`config.mk`:
```
export PLATFORM = sky130hd
export DESIGN_NAME = bitwise_logic_unit_seq
export DESIGN_NICKNAME = d
export VERILOG_FILES = /design/src/rtl/bitwise_logic_unit_seq.sv
export SDC_FILE = /design/constraint.sdc
export NUM_CORES = 1
export LEC_CHECK = 0
export CAP_MARGIN = 20
export CORE_UTILIZATION = 49
export CTS_BUF_LIST = sky130_fd_sc_hd__clkbuf_16
export DETAILED_ROUTE_END_ITERATION = 8
export GPL_ROUTABILITY_DRIVEN = 0
export HOLD_SLACK_MARGIN = 0.06
export PLACE_DENSITY_LB_ADDON = 0.2
export SYNTH_ARGS = -nofsm -noshare
export SYNTH_HDL_FRONTEND = slang
export SYNTH_SLANG_ARGS = --single-unit
```
`constraint.sdc`:
```
create_clock -name clk -period 2.22 [get_ports clk]
set_clock_uncertainty 0.1 [all_clocks]
set_input_delay 0.555 -clock clk [delete_from_list [all_inputs] [get_ports clk]]
set_output_delay 0.555 -clock clk [all_outputs]
set_load 0.05 [all_outputs]
```
`src/rtl/bitwise_logic_unit_seq.sv`:
```
// Multi-cycle AND/OR/XOR/NOR unit: latches operands on start, evaluates one
// SLICE-bit slice per clock (LSB first), then pulses done with a zero flag.
module bitwise_logic_unit_seq #(
  parameter int WIDTH = 32,
  parameter int SLICE = 8
) (
  input  logic             clk,
  input  logic             rst_n,
  input  logic             start,
  input  logic [1:0]       op,
  input  logic [WIDTH-1:0] A,
  input  logic [WIDTH-1:0] B,
  output logic [WIDTH-1:0] result,
  output logic             busy,
  output logic             done,
  output logic             zero
);

  localparam int N  = WIDTH / SLICE;
  localparam int CW = (N > 1) ? $clog2(N) : 1;
  localparam logic [CW-1:0] LAST_SLICE = CW'(N - 1);

  typedef enum logic [1:0] {
    IDLE = 2'b00,
    RUN  = 2'b01,
    DONE = 2'b10
  } state_t;

  state_t            state_q, state_d;
  logic [CW-1:0]     cnt_q, cnt_d;
  logic [WIDTH-1:0]  a_q, a_d;
  logic [WIDTH-1:0]  b_q, b_d;
  logic [1:0]        op_q, op_d;
  logic [WIDTH-1:0]  result_q, result_d;
  logic              busy_q, busy_d;
  logic              done_q, done_d;
  logic              zero_q, zero_d;

  function automatic logic [SLICE-1:0] slice_op(input logic [1:0]       f,
                                                input logic [SLICE-1:0] a,
                                                input logic [SLICE-1:0] b);
    case (f)
      2'b00:   slice_op = a & b;
      2'b01:   slice_op = a | b;
      2'b10:   slice_op = a ^ b;
      2'b11:   slice_op = ~(a | b);
      default: slice_op = {SLICE{1'b0}};
    endcase
  endfunction

  // Next-state, slice evaluation and registered-output decode
  always_comb begin
    state_d  = state_q;
    cnt_d    = cnt_q;
    a_d      = a_q;
    b_d      = b_q;
    op_d     = op_q;
    result_d = result_q;
    zero_d   = zero_q;
    case (state_q)
      IDLE: begin
        if (start) begin
          state_d  = RUN;
          a_d      = A;
          b_d      = B;
          op_d     = op;
          result_d = {WIDTH{1'b0}};
          cnt_d    = {CW{1'b0}};
        end else begin
          state_d  = IDLE;
        end
      end
      RUN: begin
        for (int k = 0; k < N; k++) begin
          if (cnt_q == CW'(k)) begin
            result_d[k*SLICE +: SLICE] = slice_op(op_q, a_q[k*SLICE +: SLICE],
                                                  b_q[k*SLICE +: SLICE]);
          end else begin
            result_d[k*SLICE +: SLICE] = result_q[k*SLICE +: SLICE];
          end
        end
        // Counter parks on the last slice rather than wrapping
        if (cnt_q == LAST_SLICE) begin
          state_d = DONE;
          zero_d  = (result_d == {WIDTH{1'b0}});
        end else begin
          cnt_d   = cnt_q + CW'(1'b1);
        end
      end
      DONE: begin
        state_d = IDLE;
      end
      default: begin
        state_d = IDLE;
      end
    endcase
    busy_d = (state_d != IDLE);
    done_d = (state_d == DONE);
  end

  // State and datapath registers
  always_ff @(posedge clk or negedge rst_n) begin
    if (!rst_n) begin
      state_q  <= IDLE;
      cnt_q    <= {CW{1'b0}};
      a_q      <= {WIDTH{1'b0}};
      b_q      <= {WIDTH{1'b0}};
      op_q     <= 2'b00;
      result_q <= {WIDTH{1'b0}};
      busy_q   <= 1'b0;
      done_q   <= 1'b0;
      zero_q   <= 1'b0;
    end else begin
      state_q  <= state_d;
      cnt_q    <= cnt_d;
      a_q      <= a_d;
      b_q      <= b_d;
      op_q     <= op_d;
      result_q <= result_d;
      busy_q   <= busy_d;
      done_q   <= done_d;
      zero_q   <= zero_d;
    end
  end

  assign result = result_q;
  assign busy   = busy_q;
  assign done   = done_q;
  assign zero   = zero_q;

endmodule
```
---- After elaboration in Yosys (flattened, before gate mapping) ----
Cells that the tools add are included.
W data, S select, Z words.
storage, ports and cells
  output and inout bits ................... 35
  register bits ........................... 105
cells by class
  bitwise logic cells ..................... 16
  equality and inequality tests ........... 10
  mux-type cells .......................... 20
  $add $sub $neg .......................... 1
  reduce and logical (&&, ||, !) cells .... 10
operator list
  operator               number
  $pmux W8 S4            4
  $mux W8                8
  $pmux W32 S2           1
  $and A8 B8 Y8          4
  $logic_not A32 Y1      1
  $mux W32               1
  $not A8 Y8             4
  $or A8 B8 Y8           4
  $xor A8 B8 Y8          4
  $eq A2 B2 Y1 const B   5
  $pmux W2 S2            2
  $eq A2 B1 Y1 const B   3
  $logic_not A2 Y1       3
  $mux W2                3
  $reduce_and A2 Y1      3
  $ne A2 B2 Y1 const B   2
  $reduce_bool A2 Y1     2
  $reduce_and A3 Y1      1
  $add A2 B1 Y2 const B  1
  $mux W1                1

---- Longest topological paths before layout ----
  depth after elaboration ................. 6
  mapped depth ............................ 10
  depth with buffers taken out ............ 8

---- Worst setup path after synthesis ----
OpenSTA, ideal clock, no wires.
  path type ............................... register -> register
  from .................................... register cnt_q[1]
  to ...................................... register zero_q, in the netlist zero
  data required time ...................... 2,052 ps
  library setup time ...................... 68 ps
  buffers on the path ..................... 1
  cell stages (with the launch flop) ...... 10
  slack ................................... -21 ps
  data arrival time ....................... 2,072 ps
  cells stage by stage .................... dfrtp_1 > inv_1 > ha_1 > clkbuf_1 > nor2b_1 > a22oi_1 > nor4_1 > o221ai_1 > nor3_1 > a32o_1
on the way
  longest elaborated chain between the ends .. 4
  elaborated cells between the ends (all ways) .. 14
  classes of those cells .................. eq/ne: 3; mux: 8; reduce/logical: 3
ends and longest elaborated chain
  what                                  RTL line  text
  start: declaration                    30        logic [CW-1:0] cnt_q, cnt_d;
  start signal: assignment              105       cnt_q <= {CW{1'b0}};
  start signal: assignment              115       cnt_q <= cnt_d;
  $eq A2 B1 Y1 (tied with other cells)  75        if (cnt_q == CW'(k)) begin
  $mux W8                               75
  $mux W8                               60        case (state_q)
  $logic_not A32 Y1                     85        zero_d = (result_d == {WIDTH{1'b0}});
  end signal: assignment                122       zero_q <= zero_d;
  end: declaration                      37        logic zero_q, zero_d;
Several ways; a longest one is shown, not always the timed one. The select of a mux whose other input is x is not followed.
A chain may end at the register's enable or synchronous reset.

---- Worst setup path in the final report ----
  from .................................... register op_q[1]
  to ...................................... register zero_q, in the netlist zero
on the way
  longest elaborated chain between the ends .. 5
  elaborated cells between the ends (all ways) .. 17
  classes of those cells .................. eq/ne: 3; mux: 12; reduce/logical: 2
ends and longest elaborated chain
  what                                  RTL line  text
  start: declaration                    33        logic [1:0] op_q, op_d;
  start signal: assignment              118       op_q <= op_d;
  $eq A2 B2 Y1 (tied with other cells)  42        case (f)
  $pmux W8 S4                           42
  $mux W8                               75
  $mux W8                               60
  $logic_not A32 Y1 *                   85
Every way passes the cells marked *; elsewhere a longest branch is shown, timed or not. The select of a mux whose other input is x is not followed.

==> results.json <==
{
  "outcome": "complete, but fails checks",
  "violations": "negative setup slack",
  "die_y_um": 115,
  "ios": 104,
  "startpoint_type": "flop",
  "post-place-cells": 940,
  "critPathMaxStageDelay_ns": 0.49,
  "yosys_warnings": 0,
  "die-area_um2": 13200,
  "grt_max_degree": 43,
  "synth_area_leaders": "dfrtp_1, ha_1, o21ai_0, mux2i_1, nand2_1",
  "yosysTopAreaCell": "dfrtp_1",
  "cp_max_fo": 8,
  "synthCells": 651,
  "synth_edf_count": 0,
  "vias": 5104,
  "layout-drive-gt1-share_pct": 15.8,
  "rsz0062_at_grt": "yes",
  "grt.overflow.total": 0,
  "drcViolationCount": 0,
  "finalCriticalPeriod_ns": 2.37,
  "slowest_stage": "dfrtp_4",
  "final_cells": 961,
  "hp-class": "reg2reg",
  "finalMaxSlewViolations": 0,
  "fin_nets": 925,
  "core_area_um2": 12200,
  "post-route-period-util_pct": 107,
  "p_leak_nw": 3.89,
  "cts.sinks": 105,
  "cp_top_family": "compound AO/OA/AOI/OAI gates",
  "cts_max_path_buffers": 2,
  "start_util_pct": 51.0,
  "final_common_cell": "dfrtp_1",
  "vdd_ir_drop_max_uv": 752,
  "cts_root_buf": "clkbuf_16",
  "cts_made_buffers": 9,
  "clkLatencyLatePin_ns": 0.35,
  "slew_headroom_pct": 57.5,
  "wire_per_inst_um": 15.8,
  "drt-total-wl_mm": 15.2,
  "powerDensity_nw_per_um2": 1580,
  "synth_fp_nets": 788,
  "antenna-diode-count": 0,
  "layout_setup_ws_ns": -0.149,
  "vias_per_cell": 5.31,
  "synth_top_area_share_pct": 42.2,
  "std_cell_rows": 40,
  "first_pass_iters": 4,
  "end_kind": "flop",
  "critPathMostFrequentCell": "o22ai_1",
  "utilization_pct": 65.9,
  "io_buffers": 103,
  "setup_violations": 1,
  "grt_pass1_wl_mm": 25.2,
  "ys_seq_area_share_pct": 42.2,
  "synth_top_flop_cell": "dfrtp_1",
  "ys_types": 47,
  "cts_tree": "built",
  "antenna_found_initial": 0,
  "syn_area_um2": 6230,
  "dp_hpwl_mm": 11.3,
  "mostFrequentLayoutCells": "dfrtp_1, o21ai_0, buf_4, nand2_1, inv_1",
  "htree_levels": 3,
  "required_ns": 2.42,
  "grt_usage_pct": 24.9,
  "worst-path-buf-inv": 2,
  "hold_viol_final": 0,
  "fmax_mhz": 422,
  "antenna_left": 0,
  "avgSynthCellArea_um2": 9.56,
  "die_w_um": 115,
  "cp_cell_sequence": "buf_12, buf_4, mux2_2, o22ai_1, o22ai_1, a221oi_1, and3_1, a32o_1",
  "ys_async_sr_fraction_pct": 100,
  "cp.arrival_ns": 2.57,
  "tightest_slew_ns": 0.637,
  "cap_violations": 0,
  "grt_pass1_vias": 5273,
  "criticalPathCategory": "reg2reg",
  "clkSlewWorstSetupHoldPaths_ns": 0.07,
  "ys_ff_latch": 105,
  "first_iter_violations": 265,
  "syn_to_final_growth_pct": 29.2
}
## worst min-delay path: cells and delay by family (launching register included)
family	cells	cell delay, ns
AO/OA/AOI/OAI	1	0.06
flip-flops	1	0.39
AND/OR/NAND/NOR	1	0.06
## flip-flops by register name, summed over array words and instances (netlist names)
register  count
state_q       2
cnt_q         2
result       32
a_q          32
done          1
b_q          32
busy          1
op_q          2
zero          1
## path summary, 6_finish.rpt
| check | from | slack [ns] | endpoint | cells after the start |
|---|---|---|---|---|
| worst max-delay path | op_q[1] | -0.15 | zero | 8 |
| worst min-delay path | result[24] | 0.44 | result[24] | 2 |
| worst max register to register | op_q[1] | -0.15 | zero | 8 |
| worst min register to register | result[24] | 0.44 | result[24] | 2 |
| max in group asynchronous | rst_n | 0.85 | op_q[1] | 3 |
| min in group asynchronous | rst_n | 0.59 | a_q[21] | 2 |
## per-stage QoR
| step | setup TNS, ns | hold slack, ns | area, um^2 | power, mW | setup slack, ns |
|---|---|---|---|---|---|
| after floorplan | 0 | 0.159 | 6230 | 8.39 | 0.0503 |
| after global placement | -0.863 | 0.401 | 7680 | 10.7 | -0.180 |
| after detailed placement | -1.62 | 0.413 | 7680 | 10.9 | -0.226 |
| after CTS | -0.141 | 0.431 | 8030 | 12.7 | -0.141 |
| after global routing | -0.290 | 0.460 | 8050 | 13.7 | -0.290 |
| final | -0.149 | 0.442 | 8050 | 12.7 | -0.149 |
## kinds of logic (layout without fill, tap and decap cells)
kind of cell    count (synthesis)  in the layout  synth area share (%)
mux                            47             47                  7.96
flops                         105            105                  42.2
fa+ha+maj                      68             68                  13.7
simple gates                  128            128                  8.74
xor+xnor                       32             32                  4.50
compound gates                159            159                  15.5
buf+inv                       112            254                  7.46
## where the power goes
part	internal, mW	switching [mW]
registers	2.78	0.640
logic	3.40	4.31
clock network	0.854	0.692
## per-layer routing
layer / part of all wire [%] / global-route usage, % / routed length [um] / up-vias
met4: 1.9 / 9.87 / 282 / 0
met3: 4.3 / 3.44 / 659 / 20
met5: 0 / 0 / 0 / -
met2: 50 / 44.0 / 7640 / 135
li1: - / - / - / 2473
met1: 43 / 30.9 / 6580 / 2476
## cells in the mapped netlist (3+ instances only)
master	instances
clkbuf_1	20
buf_4	7
xnor2_1	12
o22ai_1	13
mux2i_1	33
a21oi_1	13
o21ai_0	89
xor2_1	20
nand2b_1	4
a22o_1	9
dfrtp_1	105
nand2_1	84
buf_1	4
ha_1	68
mux2_2	11
nor2_1	20
nor3_1	5
inv_1	77
a31oi_1	7
nor2b_1	5
a22oi_1	5
a32o_1	6
a211oi_1	3
## area by class of cell
type                       count  area [um^2]
clock buffer                   9          225
tap                          168          210
inverter                      77          289
multi-input combinational    434         3180
fill                        1036         4170
timing repair buffer         161         1460
sequential                   105         2630
clock inverter                 7         53.8
## repair_timing
| item | 4_1_cts | 5_1_grt |
|---|---|---|
| hold endpoints to repair | 9 | 0 |
| pin swaps | 6 | 0 |
| buffers inserted | 4 | 0 |
| setup endpoints to repair | 1 | 1 |
| gates resized for setup | 5 | 1 |
| hold buffers | 1 | 0 |
(Power assumes the default switching activity.)
